<file path="config.mk">
export PLATFORM = sky130hd
export DESIGN_NAME = pipeline_ctrl
export DESIGN_NICKNAME = d
export VERILOG_FILES = /design/src/rtl/pipeline_ctrl_pkg.sv /design/src/rtl/pipeline_ctrl_sat_counter.sv /design/src/rtl/pipeline_ctrl.sv
export SDC_FILE = /design/constraint.sdc
export NUM_CORES = 1
export LEC_CHECK = 0
export ABC_AREA = 1
export BUFFER_PORTS_ARGS = -buffer_cell sky130_fd_sc_hd__buf_2
export CAP_MARGIN = 25
export CORE_AREA = 4 4 96 98
export DETAILED_ROUTE_END_ITERATION = 16
export DIE_AREA = 0 0 100 102
export GPL_TIMING_DRIVEN = 0
export PLACE_DENSITY = 0.89
export SETUP_SLACK_MARGIN = 0.2
export SYNTH_ARGS = -nofsm -noshare
export SYNTH_HDL_FRONTEND = slang
export SYNTH_SLANG_ARGS = --single-unit
export TNS_END_PERCENT = 1
</file>
<file path="constraint.sdc">
create_clock -name clk -period 3.26 [get_ports clk]
set_input_delay 0.163 -clock clk [delete_from_list [all_inputs] [get_ports clk]]
set_output_delay 0.163 -clock clk [all_outputs]
set_load 0.05 [all_outputs]
</file>
<file path="src/rtl/pipeline_ctrl_pkg.sv">
// Shared types for the pipeline stall/flush controller:
// FSM state encoding and the control bundle bit order.
package pipeline_ctrl_pkg;

  typedef enum logic [1:0] {
    S_RUN      = 2'd0,
    S_MEM_WAIT = 2'd1,
    S_HALT     = 2'd2
  } state_e;

  // MSB-first order matches the datapath control bus
  typedef struct packed {
    logic pc_write;
    logic ifid_write;
    logic idex_write;
    logic exmem_write;
    logic memwb_write;
    logic ifid_flush;
    logic idex_flush;
    logic memwb_flush;
  } ctl_t;

  localparam int CTL_W = $bits(ctl_t);

  function automatic ctl_t ctl_run();
    ctl_t c;
    c = '0;
    c.pc_write    = 1'b1;
    c.ifid_write  = 1'b1;
    c.idex_write  = 1'b1;
    c.exmem_write = 1'b1;
    c.memwb_write = 1'b1;
    return c;
  endfunction

endpackage

</file>
<file path="src/rtl/pipeline_ctrl_sat_counter.sv">
// Saturating up-counter used for the stall/flush
// performance counters.
module sat_counter #(
  parameter int W = 32
) (
  input  logic         clk,
  input  logic         rst,
  input  logic         inc,
  output logic [W-1:0] q
);

  always_ff @(posedge clk) begin
    if (rst) begin
      q <= '0;
    end else if (inc && !(&q)) begin
      q <= q + W'(1);
    end
  end

endmodule

</file>
<file path="src/rtl/pipeline_ctrl.sv">
// Central stall/flush controller: PC and pipeline
// register enables, halt on ebreak or memory timeout.
module pipeline_ctrl
  import pipeline_ctrl_pkg::*;
#(
  parameter int MEM_TIMEOUT = 64,
  parameter int CNT_W       = 32
) (
  input  logic             clk,
  input  logic             rst,
  input  logic             pause,
  input  logic             exe_redirect,
  input  logic             mem_req,
  input  logic             mem_ready,
  input  logic             wb_ebreak,
  output logic             pc_write,
  output logic             ifid_write,
  output logic             idex_write,
  output logic             exmem_write,
  output logic             memwb_write,
  output logic             ifid_flush,
  output logic             idex_flush,
  output logic             memwb_flush,
  output logic             halted,
  output logic             mem_err,
  output logic [CNT_W-1:0] stall_cnt,
  output logic [CNT_W-1:0] flush_cnt
);

  localparam int TW = $clog2(MEM_TIMEOUT + 1);
  localparam logic [TW-1:0] TMO = TW'(MEM_TIMEOUT);

  state_e        state, state_nxt;
  logic [TW-1:0] wait_cnt, wait_nxt;
  logic          err_set;
  logic          mem_stall;
  logic          stall_inc;
  logic          flush_inc;
  ctl_t          ctl;

  assign mem_stall = mem_req && !mem_ready;

  always_comb begin
    ctl       = '0;
    stall_inc = 1'b0;
    flush_inc = 1'b0;
    if (state != S_HALT) begin
      ctl = ctl_run();
      if (mem_stall) begin
        // freeze up to MEM; bubble flows into WB
        ctl.pc_write    = 1'b0;
        ctl.ifid_write  = 1'b0;
        ctl.idex_write  = 1'b0;
        ctl.exmem_write = 1'b0;
        ctl.memwb_flush = 1'b1;
        stall_inc       = 1'b1;
      end else if (exe_redirect) begin
        ctl.ifid_flush = 1'b1;
        ctl.idex_flush = 1'b1;
        flush_inc      = 1'b1;
      end else if (pause) begin
        ctl.pc_write   = 1'b0;
        ctl.ifid_write = 1'b0;
        ctl.idex_flush = 1'b1;
        stall_inc      = 1'b1;
      end
    end
    if (rst) begin
      ctl             = '0;
      ctl.ifid_flush  = 1'b1;
      ctl.idex_flush  = 1'b1;
      ctl.memwb_flush = 1'b1;
    end
  end

  always_comb begin
    state_nxt = state;
    wait_nxt  = wait_cnt;
    err_set   = 1'b0;
    unique case (state)
      S_RUN: begin
        if (mem_stall) begin
          state_nxt = S_MEM_WAIT;
          wait_nxt  = TW'(1);
        end
      end
      S_MEM_WAIT: begin
        if (mem_ready) begin
          state_nxt = S_RUN;
          wait_nxt  = '0;
        end else if (wait_cnt == TMO) begin
          state_nxt = S_HALT;
          err_set   = 1'b1;
        end else begin
          wait_nxt = wait_cnt + TW'(1);
        end
      end
      S_HALT: begin
        state_nxt = S_HALT;
      end
      default: begin
        state_nxt = S_RUN;
        wait_nxt  = '0;
      end
    endcase
    // ebreak retires this cycle and wins over a timeout
    if (wb_ebreak && state != S_HALT) begin
      state_nxt = S_HALT;
      err_set   = 1'b0;
    end
  end

  always_ff @(posedge clk) begin
    if (rst) begin
      state    <= S_RUN;
      wait_cnt <= '0;
      mem_err  <= 1'b0;
    end else begin
      state    <= state_nxt;
      wait_cnt <= wait_nxt;
      if (err_set) mem_err <= 1'b1;
    end
  end

  sat_counter #(.W(CNT_W)) u_stall_cnt (
    .clk (clk),
    .rst (rst),
    .inc (stall_inc),
    .q   (stall_cnt)
  );

  sat_counter #(.W(CNT_W)) u_flush_cnt (
    .clk (clk),
    .rst (rst),
    .inc (flush_inc),
    .q   (flush_cnt)
  );

  assign halted      = (state == S_HALT) && !rst;
  assign pc_write    = ctl.pc_write;
  assign ifid_write  = ctl.ifid_write;
  assign idex_write  = ctl.idex_write;
  assign exmem_write = ctl.exmem_write;
  assign memwb_write = ctl.memwb_write;
  assign ifid_flush  = ctl.ifid_flush;
  assign idex_flush  = ctl.idex_flush;
  assign memwb_flush = ctl.memwb_flush;

endmodule

</file>
* Word level (Yosys, flattened, before mapping) *
Index checks and enable logic that the tools add are counted.

word-level totals
  register bits = 74
  input bits = 7

cells by class
  add/sub/neg operators = 3
  equal/unequal tests = 9
  muxes and demuxes = 29
  bitwise operators = 1
  reduce and logical (&&, ||, !) cells = 16

operators with widths
  operator                                       count
  adder 32 x 1 -> 32 bit, second input constant  2
  AND reduction 32 bit                           2
  two-way mux 7 bit                              3
  one-hot mux 7 bit (3 select lines)             1
  two-way mux 2 bit                              9
  two-way mux 8 bit                              2
  two-way mux 1 bit                              13
  != test 3 bit, second input constant           3
  adder 7 x 1 -> 7 bit, second input constant    1
  == test 7 bit, second input constant           1
  one-hot mux 2 bit (3 select lines)             1
  logical AND 1 bit                              5
  zero test 1 bit                                4
  != test 2 bit, second input constant           2
  != test 4 bit, second input constant           1
  AND reduction 2 bit                            2
  AND reduction 3 bit                            1
  == test 2 x 1 -> 1 bit, second input constant  1
  == test 2 bit, second input constant           1
  zero test 2 bit                                1
  OR reduction 2 bit                             1
  inverter 1 bit                                 1

* Logic depth before layout (Yosys ltp) *
  depth in word-level cells = 5
  depth in mapped cells = 11
  mapped depth without buffers = 11

* By module *
A second synthesis with hierarchy kept.

second synthesis, totals
  cell total of the unflattened synthesis = 751
  area total of the unflattened synthesis = 4692.0 um2

modules (own cells, without submodules)
  module         times used  cells each  area an instance (um2)  seq. area each (um2)
  sat_counter    2           320         1984.4                  640.6
  pipeline_ctrl  1           111         723.2                   200.2

* Worst setup path after synthesis *
OpenSTA, ideal clock, no wires.

  path kind = reg2out
  start point = reg state[0]
  end point = out pc_write
  arrival = 2.197 ns
  data required time = 3.097 ns
  slack = 0.900 ns
  stages on the path, launching flop included = 6
  path through = dfxtp_1 -> inv_1 -> nand2_2 -> nand2_1 -> nor3b_1 -> buf_4

between the ends
  word-level cells in the longest chain between the ends = 3

ends and longest elaborated chain
  element                 RTL line              text
  from (decl)             pipeline_ctrl.sv:33   state_e state, state_nxt;
  from (signal assigned)  pipeline_ctrl.sv:119  state <= state_nxt;
  != test 2 bit           pipeline_ctrl.sv:47   if (state != S_HALT) begin
  two-way mux 8 bit       pipeline_ctrl.sv:47
  two-way mux 8 bit       pipeline_ctrl.sv:68   if (rst) begin
  to (decl)               pipeline_ctrl.sv:16   output logic pc_write,

Every way passes these cells.

* Final worst setup path *
  start point = reg u_stall_cnt.q[0]
  end point = reg u_stall_cnt.q[23]

between the ends
  word-level cells in the longest chain between the ends = 3

ends and longest elaborated chain
  element                                                         RTL line                         text
  from (decl)                                                     pipeline_ctrl_sat_counter.sv:9   output logic [W-1:0] q
  from (signal assigned)                                          pipeline_ctrl_sat_counter.sv:16  q <= q + W'(1);
  branches (longest 3 deep; another with adder 32 x 1 -> 32 bit)  n/a

Several ways; the timed one is not identified.
A chain may end at the register's enable or synchronous reset.

==> impl_metrics.py <==
metrics = {
    "sta": {
        "tightestPinTransition_ns": 0.7792,
        "finalHoldViolCount": 0,
        "postLayoutSetupSlackWorst_ns": 1.314,
        "period_share": 0.5968,
        "setup_viol": 0,
        "fmax_ghz": 0.5140,
        "min_period_ns": 1.946,
        "slew_violations": 0,
        "rsz0062_at_grt": "no",
        "fin_setup_tns_ns": 0,
        "skew_ns": 0.008009,
        "slew_headroom": 0.4806,
    },
    "synthesis": {
        "synthAdderAreaFrac": 0.009818,
        "yosys_warnings": 0,
        "synth_compound_area_frac": 0.1078,
        "synthesis.area_um2": 5097,
        "yosys.area_share.simple": 0.4475,
        "synthMuxAreaShare": 0,
        "yosysSeqAreaShare": 0.2906,
        "netlist_instances": 806,
        "syn_avg_cell_area_um2": 6.324,
        "yosysUniqueCellTypes": 31,
        "synth_top_family_by_area": "simple AND/OR/NAND/NOR gates",
        "synthXorXnorAreaFrac": 0.04639,
        "ys_seq_elements": 74,
        "synthesis.nets": 817,
    },
    "drt": {
        "wirelength_um": 12580,
        "wire_per_inst_um": 12.45,
        "route.vias.total": 5234,
        "drt_iter0_markers": 295,
        "antenna_left": 0,
        "drt_pass1_iterations": 5,
        "vias_per_cell": 5.182,
        "drc": 0,
    },
    "critical_path": {
        "critPathBufInv": 3,
        "crit_top_cell": "nand2_4",
        "crit_path_max_fanout": 10,
        "critical-path-top-delay-family": "simple AND/OR/NAND/NOR gates",
        "required_ns": 3.48,
        "arrival_ns": 2.16,
        "worst_path_largest_cell_delay_ns": 0.43,
        "slowest_stage": "dfxtp_1",
        "critPathCaptureType": "flop",
        "start_kind": "flop",
        "worstSetupPathType": "reg2reg",
        "crit_path_cell_trace": "ha_1 > inv_1 > nor2_4 > nand2_4 > nor2_8 > nand2_4 > nand2_4 > inv_2 > buf_2 > nand2_1 > a21oi_2",
        "rrSetupSlack_ns": 1.31,
    },
    "place": {
        "dp_hpwl_um": 9703,
        "post-place-cells": 994,
        "gp_congestion": 0.9430,
        "post-place-ws_ns": 1.328,
        "portBuffers": 80,
    },
    "clock_tree": {
        "cts_buffers": 9,
        "clkLatencyLatePin_ns": 0.36,
        "holdBufCountCts": 0,
        "post_cts_buffers": 0,
        "numClockSinks": 74,
        "htree_num_levels": 3,
        "cts_resized": 0,
        "root_buffer": "clkbuf_8",
        "cts_tree": "done",
        "ctsLongestPathBuffers": 2,
        "clk_pin_slew_ns": 0.08,
    },
    "global_route": {
        "grt_pass1_wl_um": 21130,
        "grt_antenna_before_repair": 0,
        "grt_use_total": 0.2527,
        "grt.overflow.total": 0,
        "grt_pass1_vias": 4662,
        "grt_start_max_net_pins": 13,
    },
    "power": {
        "p_leak_nw": 2.369,
        "p_comb_frac": 0.121,
        "pwr-share-seq": 0.472,
        "clockPowerShare": 0.407,
        "p_switching_w": 0.0005329,
        "internal_power_w": 0.001418,
        "pwr_density_cell_nw_per_um2": 333.1,
        "p_sw_frac": 0.2731,
        "vdd_ir_drop_max_mv": 0.3390,
    },
    "job": {
        "maxCapViolCount": 0,
    },
    "layout": {
        "area_delta_synth_final_pct": 14.90,
        "final_cell_mix": "nand2_1, nor2_1, buf_2",
        "n_antenna_cell": 0,
        "layoutNonFillerInstCount": 1010,
        "drive_above_1_share": 0.2306,
        "nets": 908,
        "final_common_cell": "nand2_1",
    },
    "floorplan": {
        "die_x_um": 100,
        "core-area_um2": 8466,
        "dieArea_um2": 10200,
        "ios": 81,
        "initial_core_util": 0.6021,
        "die_h_um": 102,
        "rows": 34,
    },
    "worst_hold_path": {
        "hp-class": "in2reg",
    },
    "status": {
        "outcome": "finished clean",
    },
}
-- cell type report --
class,count,area (µm²)
Inverter,83,311.5
Timing Repair Buffer,80,400.4
Tap cell,108,135.1
Buffer,20,187.7
Multi-Input combinational cell,629,3117
Sequential cell,74,1481
Clock inverter,3,45.04
Fill cell,743,2609
Clock buffer,13,178.9
-- synth_stat cells (all sizes together) --
| cell | n | area [µm²] |
|---|---|---|
| inv | 83 | 311.6 |
| nand4 | 13 | 81.33 |
| nor3b | 1 | 7.510 |
| buf | 13 | 161.4 |
| nor4 | 1 | 6.260 |
| and2 | 1 | 6.260 |
| o21ai | 17 | 85.08 |
| ha | 4 | 50.05 |
| dfxtp | 74 | 1481 |
| nand2 | 316 | 1321 |
| a31oi | 1 | 6.260 |
| o21bai | 2 | 15.01 |
| nand3b | 3 | 22.52 |
| nor3 | 3 | 15.01 |
| nor2 | 150 | 655.6 |
| a21oi | 56 | 434.2 |
| xor2 | 17 | 148.9 |
| xnor2 | 10 | 87.58 |
| nand3 | 33 | 165.2 |
| clkbuf | 7 | 26.28 |
| a31o | 1 | 8.760 |
-- layer usage --
layer	up-vias	GRT usage	wire (µm)
li1	2683	-	-
met1	2359	0.3308	5593
met2	169	0.4264	5911
met3	23	0.04369	874
met4	0	0.08083	195
met5	-	0	0
-- registers in the layout, summed over array words and instances (netlist names) --
signal and cells:
u_flush_cnt.q 32, u_stall_cnt.q 32, wait_cnt 7, state 2
mem_err 1
-- worst reg2reg max path, cell delays in order, from the launching register on --
cell and delay (ns):
dfxtp_1 0.43, ha_1 0.24, inv_1 0.09, nor2_4 0.18, nand2_4 0.10, nor2_8 0.15, nand2_4 0.09, nand2_4 0.08
inv_2 0.08, buf_2 0.20, nand2_1 0.11, a21oi_2 0.05
-- kinds of logic (layout without fill, tap and decap cells) --
| logic type | Yosys count | count (layout) |
|---|---|---|
| AO/OA/AOI/OAI | 77 | 77 |
| XOR/XNOR | 27 | 27 |
| adder cells (fa/ha/maj) | 4 | 4 |
| buffers and inverters | 103 | 199 |
| flip-flops | 74 | 74 |
| AND/OR/NAND/NOR | 521 | 521 |
-- worst paths after layout --
kind | from | to | depth (start not counted)
hold reg to reg | mem_err | mem_err | 2
hold / removal | mem_req | state[0] | 3
setup reg to reg | u_stall_cnt.q[0] | u_stall_cnt.q[23] | 11
setup / recovery | u_stall_cnt.q[0] | u_stall_cnt.q[23] | 11
-- per-stage QoR --
stage               instance area, µm²  hold slack (ns)  total power (W)  utilization
global route                      5857           0.1147         0.002012       0.6918
global placement                  5633           0.4483         0.001174       0.6654
floorplan                         5097           0.3240         0.001126            -
CTS                               5857          0.08109         0.001958       0.6918
detailed placement                5633           0.4418         0.001178       0.6654
finish                            5857          0.08038         0.001951       0.6918
-- power groups by stage --
stage	combinational [W]	sequential, W	clock, W
detailed placement	0.000235	0.000943	0
finish	0.000235	0.000922	0.000794
global placement	0.000232	0.000942	0
global route	0.000254	0.000924	0.000834
CTS	0.000236	0.000922	0.000800
floorplan	0.000167	0.000959	0
No activity file was read; power rests on OpenSTA's default activity.
